[config.mk]
export PLATFORM = sky130hd
export DESIGN_NAME = dma_desc_sched_flat
export DESIGN_NICKNAME = d
export VERILOG_FILES = /design/src/rtl/dma_desc_sched_if.sv /design/src/rtl/dma_desc_sched.sv /design/src/flat_wrapper.sv
export SDC_FILE = /design/constraint.sdc
export NUM_CORES = 1
export LEC_CHECK = 0
export CORE_UTILIZATION = 22
export CTS_CLUSTER_SIZE = 14
export DETAILED_ROUTE_END_ITERATION = 6
export PLACE_DENSITY = 0.78
export SLEW_MARGIN = 10
export SYNTH_ARGS = -nofsm -noshare
export SYNTH_HDL_FRONTEND = slang
export SYNTH_SLANG_ARGS = --single-unit
export TNS_END_PERCENT = 30
[constraint.sdc]
create_clock -name clk -period 1.9 [get_ports clk]
set_input_delay 0.57 -clock clk [delete_from_list [all_inputs] [get_ports clk]]
set_output_delay 0.57 -clock clk [all_outputs]
set_load 0.005 [all_outputs]
[src/rtl/dma_desc_sched_if.sv]
// Handshake bundle between dma_desc_sched, the CSR block and the read/write streamers.
// The loop_mode signal is present only when DMA_DESC_LOOP_EN is defined.
interface dma_desc_sched_if #(
  parameter int NUM_DESC    = 4,
  parameter int BYTES_WIDTH = 32
);
  localparam int IDX_W = $clog2(NUM_DESC);

  logic                            dma_go;
  logic                            dma_abort;
  logic [NUM_DESC-1:0]             desc_en;
  logic [NUM_DESC*BYTES_WIDTH-1:0] desc_bytes;
  logic                            rd_str_valid;
  logic [IDX_W-1:0]                rd_str_idx;
  logic                            rd_str_done;
  logic                            wr_str_valid;
  logic [IDX_W-1:0]                wr_str_idx;
  logic                            wr_str_done;
  logic                            axi_err;
  logic                            rd_idle;
  logic                            wr_idle;
  logic                            status_done;
  logic                            status_error;
  logic                            dma_active;
  logic [IDX_W-1:0]                cur_desc;
  logic [IDX_W:0]                  desc_done_cnt;
`ifdef DMA_DESC_LOOP_EN
  logic                            loop_mode;
`endif

  modport master (
`ifdef DMA_DESC_LOOP_EN
    input  loop_mode,
`endif
    input  dma_go, dma_abort, desc_en, desc_bytes,
    input  rd_str_done, wr_str_done, axi_err, rd_idle, wr_idle,
    output rd_str_valid, rd_str_idx, wr_str_valid, wr_str_idx,
    output status_done, status_error, dma_active, cur_desc, desc_done_cnt
  );

  modport slave (
`ifdef DMA_DESC_LOOP_EN
    output loop_mode,
`endif
    output dma_go, dma_abort, desc_en, desc_bytes,
    output rd_str_done, wr_str_done, axi_err, rd_idle, wr_idle,
    input  rd_str_valid, rd_str_idx, wr_str_valid, wr_str_idx,
    input  status_done, status_error, dma_active, cur_desc, desc_done_cnt
  );
endinterface

[src/rtl/dma_desc_sched.sv]
// Multi-descriptor DMA sequencer: walks enabled descriptors in ascending order, dispatches
// each to the read/write streamers, drains on abort/error. DMA_DESC_LOOP_EN adds loop mode.
module dma_desc_sched #(
  parameter int NUM_DESC    = 4,
  parameter int BYTES_WIDTH = 32
) (
  input logic              clk,
  input logic              rst,
  dma_desc_sched_if.master bus
);
  localparam int IDX_W = $clog2(NUM_DESC);

  typedef enum logic [2:0] {IDLE, CFG, RUN, DRAIN, DONE} state_t;

  state_t                 state, state_nxt;
  logic [IDX_W-1:0]       cur, cur_nxt;
  logic [IDX_W-1:0]       next_idx, first_idx;
  logic                   next_found, first_found;
  logic                   rd_seen, rd_seen_nxt, wr_seen, wr_seen_nxt;
  logic                   done_q, done_nxt, err_q, err_nxt;
  logic [IDX_W:0]         cnt, cnt_nxt;
  logic [BYTES_WIDTH-1:0] cur_bytes;
  logic                   rd_hit, wr_hit, loop_wrap;

  assign cur_bytes = bus.desc_bytes[int'(cur)*BYTES_WIDTH +: BYTES_WIDTH];
  assign rd_hit    = rd_seen | bus.rd_str_done;
  assign wr_hit    = wr_seen | bus.wr_str_done;

`ifdef DMA_DESC_LOOP_EN
  assign loop_wrap = bus.loop_mode & first_found;
`else
  assign loop_wrap = 1'b0;
`endif

  // Scanning downward leaves the lowest qualifying index in each result.
  always_comb begin
    next_found  = 1'b0;
    next_idx    = '0;
    first_found = 1'b0;
    first_idx   = '0;
    for (int k = NUM_DESC - 1; k >= 0; k--) begin
      if (bus.desc_en[k]) begin
        first_found = 1'b1;
        first_idx   = IDX_W'(k);
        if (k > int'(cur)) begin
          next_found = 1'b1;
          next_idx   = IDX_W'(k);
        end
      end
    end
  end

  always_ff @(posedge clk) begin
    if (rst) state <= IDLE;
    else     state <= state_nxt;
  end

  always_ff @(posedge clk) begin
    if (rst) begin
      cur     <= '0;
      rd_seen <= 1'b0;
      wr_seen <= 1'b0;
      done_q  <= 1'b0;
      err_q   <= 1'b0;
      cnt     <= '0;
    end else begin
      cur     <= cur_nxt;
      rd_seen <= rd_seen_nxt;
      wr_seen <= wr_seen_nxt;
      done_q  <= done_nxt;
      err_q   <= err_nxt;
      cnt     <= cnt_nxt;
    end
  end

  always_comb begin
    state_nxt   = state;
    cur_nxt     = cur;
    rd_seen_nxt = rd_hit;
    wr_seen_nxt = wr_hit;
    done_nxt    = done_q;
    err_nxt     = err_q;
    cnt_nxt     = cnt;
    case (state)
      IDLE, DONE: begin
        if (bus.dma_go) begin
          done_nxt = 1'b0;
          err_nxt  = 1'b0;
          cnt_nxt  = '0;
          if (!first_found) begin
            state_nxt = DONE;
            done_nxt  = 1'b1;
          end else begin
            cur_nxt   = first_idx;
            state_nxt = CFG;
          end
        end
      end
      CFG: begin
        rd_seen_nxt = 1'b0;
        wr_seen_nxt = 1'b0;
        if (bus.axi_err || cur_bytes == '0) err_nxt = 1'b1;
        if (bus.axi_err || bus.dma_abort || cur_bytes == '0) state_nxt = DRAIN;
        else                                                 state_nxt = RUN;
      end
      RUN: begin
        // A completion that coincides with abort/error is still counted before draining.
        if (rd_hit && wr_hit) cnt_nxt = cnt + 1'b1;
        if (bus.axi_err) begin
          err_nxt   = 1'b1;
          state_nxt = DRAIN;
        end else if (bus.dma_abort) begin
          state_nxt = DRAIN;
        end else if (rd_hit && wr_hit) begin
          if (next_found) begin
            cur_nxt   = next_idx;
            state_nxt = CFG;
          end else if (loop_wrap) begin
            cur_nxt   = first_idx;
            state_nxt = CFG;
          end else begin
            state_nxt = DONE;
            done_nxt  = 1'b1;
          end
        end
      end
      DRAIN: begin
        if (bus.rd_idle && bus.wr_idle) begin
          state_nxt = DONE;
          done_nxt  = 1'b1;
        end
      end
      default: state_nxt = IDLE;
    endcase
  end

  assign bus.rd_str_valid  = (state == RUN);
  assign bus.wr_str_valid  = (state == RUN);
  assign bus.rd_str_idx    = cur;
  assign bus.wr_str_idx    = cur;
  assign bus.cur_desc      = cur;
  assign bus.status_done   = done_q;
  assign bus.status_error  = err_q;
  assign bus.desc_done_cnt = cnt;
  assign bus.dma_active    = (state == CFG) || (state == RUN) || (state == DRAIN);
endmodule
[src/flat_wrapper.sv]
// flat-port wrapper written by rule: the top's interface ports become plain ports
module dma_desc_sched_flat 
#(
  parameter int NUM_DESC    = 4,
  parameter int BYTES_WIDTH = 32
)
  (clk, rst, bus_dma_go, bus_dma_abort, bus_desc_en, bus_desc_bytes, bus_rd_str_done, bus_wr_str_done, bus_axi_err, bus_rd_idle, bus_wr_idle, bus_rd_str_valid, bus_rd_str_idx, bus_wr_str_valid, bus_wr_str_idx, bus_status_done, bus_status_error, bus_dma_active, bus_cur_desc, bus_desc_done_cnt);
  dma_desc_sched_if #(.NUM_DESC(NUM_DESC), .BYTES_WIDTH(BYTES_WIDTH)) bus_i ();
  input logic clk;
  input logic rst;
  input wire logic [$bits(bus_i.dma_go)-1:0] bus_dma_go;
  input wire logic [$bits(bus_i.dma_abort)-1:0] bus_dma_abort;
  input wire logic [$bits(bus_i.desc_en)-1:0] bus_desc_en;
  input wire logic [$bits(bus_i.desc_bytes)-1:0] bus_desc_bytes;
  input wire logic [$bits(bus_i.rd_str_done)-1:0] bus_rd_str_done;
  input wire logic [$bits(bus_i.wr_str_done)-1:0] bus_wr_str_done;
  input wire logic [$bits(bus_i.axi_err)-1:0] bus_axi_err;
  input wire logic [$bits(bus_i.rd_idle)-1:0] bus_rd_idle;
  input wire logic [$bits(bus_i.wr_idle)-1:0] bus_wr_idle;
  output wire logic [$bits(bus_i.rd_str_valid)-1:0] bus_rd_str_valid;
  output wire logic [$bits(bus_i.rd_str_idx)-1:0] bus_rd_str_idx;
  output wire logic [$bits(bus_i.wr_str_valid)-1:0] bus_wr_str_valid;
  output wire logic [$bits(bus_i.wr_str_idx)-1:0] bus_wr_str_idx;
  output wire logic [$bits(bus_i.status_done)-1:0] bus_status_done;
  output wire logic [$bits(bus_i.status_error)-1:0] bus_status_error;
  output wire logic [$bits(bus_i.dma_active)-1:0] bus_dma_active;
  output wire logic [$bits(bus_i.cur_desc)-1:0] bus_cur_desc;
  output wire logic [$bits(bus_i.desc_done_cnt)-1:0] bus_desc_done_cnt;
  assign bus_i.dma_go = bus_dma_go;
  assign bus_i.dma_abort = bus_dma_abort;
  assign bus_i.desc_en = bus_desc_en;
  assign bus_i.desc_bytes = bus_desc_bytes;
  assign bus_i.rd_str_done = bus_rd_str_done;
  assign bus_i.wr_str_done = bus_wr_str_done;
  assign bus_i.axi_err = bus_axi_err;
  assign bus_i.rd_idle = bus_rd_idle;
  assign bus_i.wr_idle = bus_wr_idle;
  assign bus_rd_str_valid = bus_i.rd_str_valid;
  assign bus_rd_str_idx = bus_i.rd_str_idx;
  assign bus_wr_str_valid = bus_i.wr_str_valid;
  assign bus_wr_str_idx = bus_i.wr_str_idx;
  assign bus_status_done = bus_i.status_done;
  assign bus_status_error = bus_i.status_error;
  assign bus_dma_active = bus_i.dma_active;
  assign bus_cur_desc = bus_i.cur_desc;
  assign bus_desc_done_cnt = bus_i.desc_done_cnt;
  dma_desc_sched #(.NUM_DESC(NUM_DESC), .BYTES_WIDTH(BYTES_WIDTH)) u_core (.clk(clk), .rst(rst), .bus(bus_i));
endmodule
==> impl_metrics.tcl <==
set metrics [dict create \
    synth_edf_count 0 \
    rows 25 \
    antenna_cells 0 \
    area_growth_syn_to_layout_pct 189 \
    path_class "input pin to flop" \
    top_layer_used "met4" \
    slew_violations 0 \
    initial_core_util 0.231 \
    wl_met3_um 290 \
    synth_nets 304 \
    wire_per_inst_um 14.4 \
    firstDrtPassIters 4 \
    via_per_inst 4.95 \
    worstHoldEndpoint "u_core.bus.desc_done_cnt[1]$_SDFFE_PP0P_" \
    nets 484 \
    overflow 0 \
    path_clk_slew_ps 50 \
    clock_skew_ps 0.623 \
    dpl_cell_area_mm2 0.00288 \
    end_kind "flop" \
    avgSynthCellArea_um2 6.81 \
    postRouteAntennaNets 0 \
    grt_max_degree 10 \
    cts_tree "built" \
    layout_common_cells "dlymetal6s2s_1 (50), clkdlybuf4s50_1 (38), dlygate4sd2_1 (29)" \
    status "finished, final reports clean" \
    netlist_instances 162 \
    grt_pass1_vias 2138 \
    cp.arrival_ps 2030 \
    die_h_um 72.8 \
    place_ws_ps -567 \
    clockBufferDepth 2 \
    htreeDepth 1 \
    max_freq_ghz 0.535 \
    synthFlopType "dfxtp_1" \
    crit_path_max_fanout 2 \
    grt_pass1_wl_um 9000 \
    cts-root-buf "clkbuf_8" \
    period_minus_slack_ps 1870 \
    drc 0 \
    hold_viol 0 \
    finalCritPeriodShare 0.983 \
    m1WireLength_um 2100 \
    vias 2013 \
    p_leak_nw 1.64 \
    power_density_mw_per_mm2 556 \
    crit_path_start_kind "input pin" \
    hold_class "flop to flop" \
    finalSetupViolCount 0 \
    netlist_area_mm2 0.00110 \
    final_common_cell "dlymetal6s2s_1" \
    fillCellCount 393 \
    cts_hold_buf 0 \
    synth_cell_types 37 \
    cts_made_buffers 3 \
    die_area_mm2 0.00530 \
    wl_um 5870 \
    rsz0062_at_grt "yes" \
    async_flop_share 0 \
    ys_seq_area_frac 0.218 \
    rr_endpoint "u_core.state[0]$_SDFFE_PP0P_" \
    r2r_slack_ps 100 \
    dp_hpwl_um 4750 \
    core_area_mm2 0.00479 \
    relSlewSlack 0.814 \
    cts.sinks 12 \
    clk_latency_ps 240 \
    fin_area_mm2 0.00319 \
    hp-start "u_core.bus.desc_done_cnt[1]$_SDFFE_PP0P_" \
    drv_cap 0 \
    reg2reg_from "u_core.bus.cur_desc[0]$_SDFFE_PP0P_" \
    r2r_cells 6 \
    antenna_found_initial 0 \
    gp_congestion 0.843 \
    wl_met2_um 3310 \
    finalCoreUtilization 0.666 \
    tightest_slew_ps 277 \
    grtUsageTotal 0.216 \
    holdPathStages 2 \
    ys_ff_latch 12 \
    yosys_warnings 0 \
    ir_drop_uv 286 \
    layout-drive-gt1-share 0.291 \
    p_total_mw 1.77 \
    layout_setup_ws_ps 31.4 \
    die_w_um 72.8 \
    required_ps 2060 \
    io_buffers 154 \
    dr.first_iter.drc_count 92 \
    num_io_pins 155 \
]
-- synth_stat cells (2+ instances only) --
cell type | count | area (um2)
inv_1 | 4 | 15.0
nand2b_1 | 3 | 18.8
buf_4 | 5 | 37.5
a21o_1 | 2 | 15.0
dfxtp_1 | 12 | 240
nor4_1 | 28 | 175
nor3_1 | 12 | 60.1
nor2b_1 | 3 | 18.8
nand3_1 | 4 | 20.0
mux2i_1 | 2 | 20.0
and2_1 | 2 | 12.5
a211o_1 | 2 | 17.5
nor4b_1 | 3 | 26.3
a21oi_1 | 9 | 45.0
nor2_1 | 27 | 101
nand2_1 | 8 | 30.0
o21ai_0 | 9 | 45.0
nand4_1 | 6 | 37.5
a211oi_1 | 3 | 22.5
-- where the power goes --
part | switching [mW] | leakage, nW | internal (mW) | total [mW]
Clock | 0.0950 | 0.0216 | 0.140 | 0.235
Sequential | 0.0689 | 0.100 | 0.315 | 0.384
Combinational | 0.489 | 1.52 | 0.665 | 1.15
-- worst max path at each step --
| stage | slack [ps] | from | endpoint | cells past startpoint |
|---|---|---|---|---|
| after CTS | -60 | bus_desc_bytes[47] | u_core.state[0]$_SDFFE_PP0P_ | 7 |
| after global routing | -90 | bus_desc_bytes[83] | u_core.state[0]$_SDFFE_PP0P_ | 7 |
| after floorplan | 20 | bus_desc_bytes[76] | u_core.state[0]$_SDFFE_PP0P_ | 5 |
| final | 30 | bus_desc_bytes[83] | u_core.state[0]$_SDFFE_PP0P_ | 7 |
| after global placement | -510 | bus_desc_bytes[72] | u_core.state[0]$_SDFFE_PP0P_ | 7 |
| after detailed placement | -570 | bus_desc_bytes[72] | u_core.state[0]$_SDFFE_PP0P_ | 7 |
-- flip-flops by register name (all words and copies together), names as in the netlist --
name	flops
u_core.bus.cur_desc	2
u_core.bus.desc_done_cnt	3
u_core.bus.status_done	1
u_core.bus.status_error	1
u_core.rd_seen	1
u_core.state	3
u_core.wr_seen	1
-- kinds of logic after synthesis --
group	count (synthesis)	synth area share
AND/OR/NAND/NOR	101	0.490
AO/OA/AOI/OAI	34	0.198
buffers and inverters	12	0.0646
flip-flops	12	0.218
multiplexers	2	0.0181
adder cells (fa/ha/maj)	1	0.0113
-- metal layers --
metal	global-route usage	vias up
li1	-	983
met1	0.231	919
met2	0.421	92
met3	0.0276	19
met4	0.0937	0
met5	0	-
-- what timing repair did --
| item | CTS | global route |
|---|---|---|
| buffers inserted | 1 | 0 |
| resized for setup | 129 | 100 |
| endpoints found under the setup margin | 12 | 10 |
| pin swaps | 47 | 51 |
-- layout make-up --
class / instances / area (um2) / share of cell area
Clock buffer: 3 / 41.3 / 0.0130
Inverter: 5 / 18.8 / 0.00589
Multi-Input combinational cell: 138 / 1040 / 0.327
Sequential cell: 12 / 248 / 0.0777
Tap cell: 67 / 83.8 / 0.0263
Timing Repair Buffer: 182 / 1750 / 0.550
-- critical path: stages --
cell and delay (ps):
buf_6 90, nor4_2 280, nand4_1 190, nor4_4 200, o2111ai_2 150, a311o_1 340, a211oi_2 200
-- per-stage QoR --
| stage | hold slack (ps) | TNS (ps) | cells |
|---|---|---|---|
| 6_report | 469 | 0 | 407 |
| 5_1_grt | 478 | -103 | 407 |
| 4_1_cts | 471 | -183 | 407 |
| 3_5_place_dp | 464 | -2830 | 403 |
| 3_3_place_gp | 456 | -2440 | 403 |
| 2_1_floorplan | 461 | 0 | 162 |
Note: power is estimated with default switching activity, not from simulation.
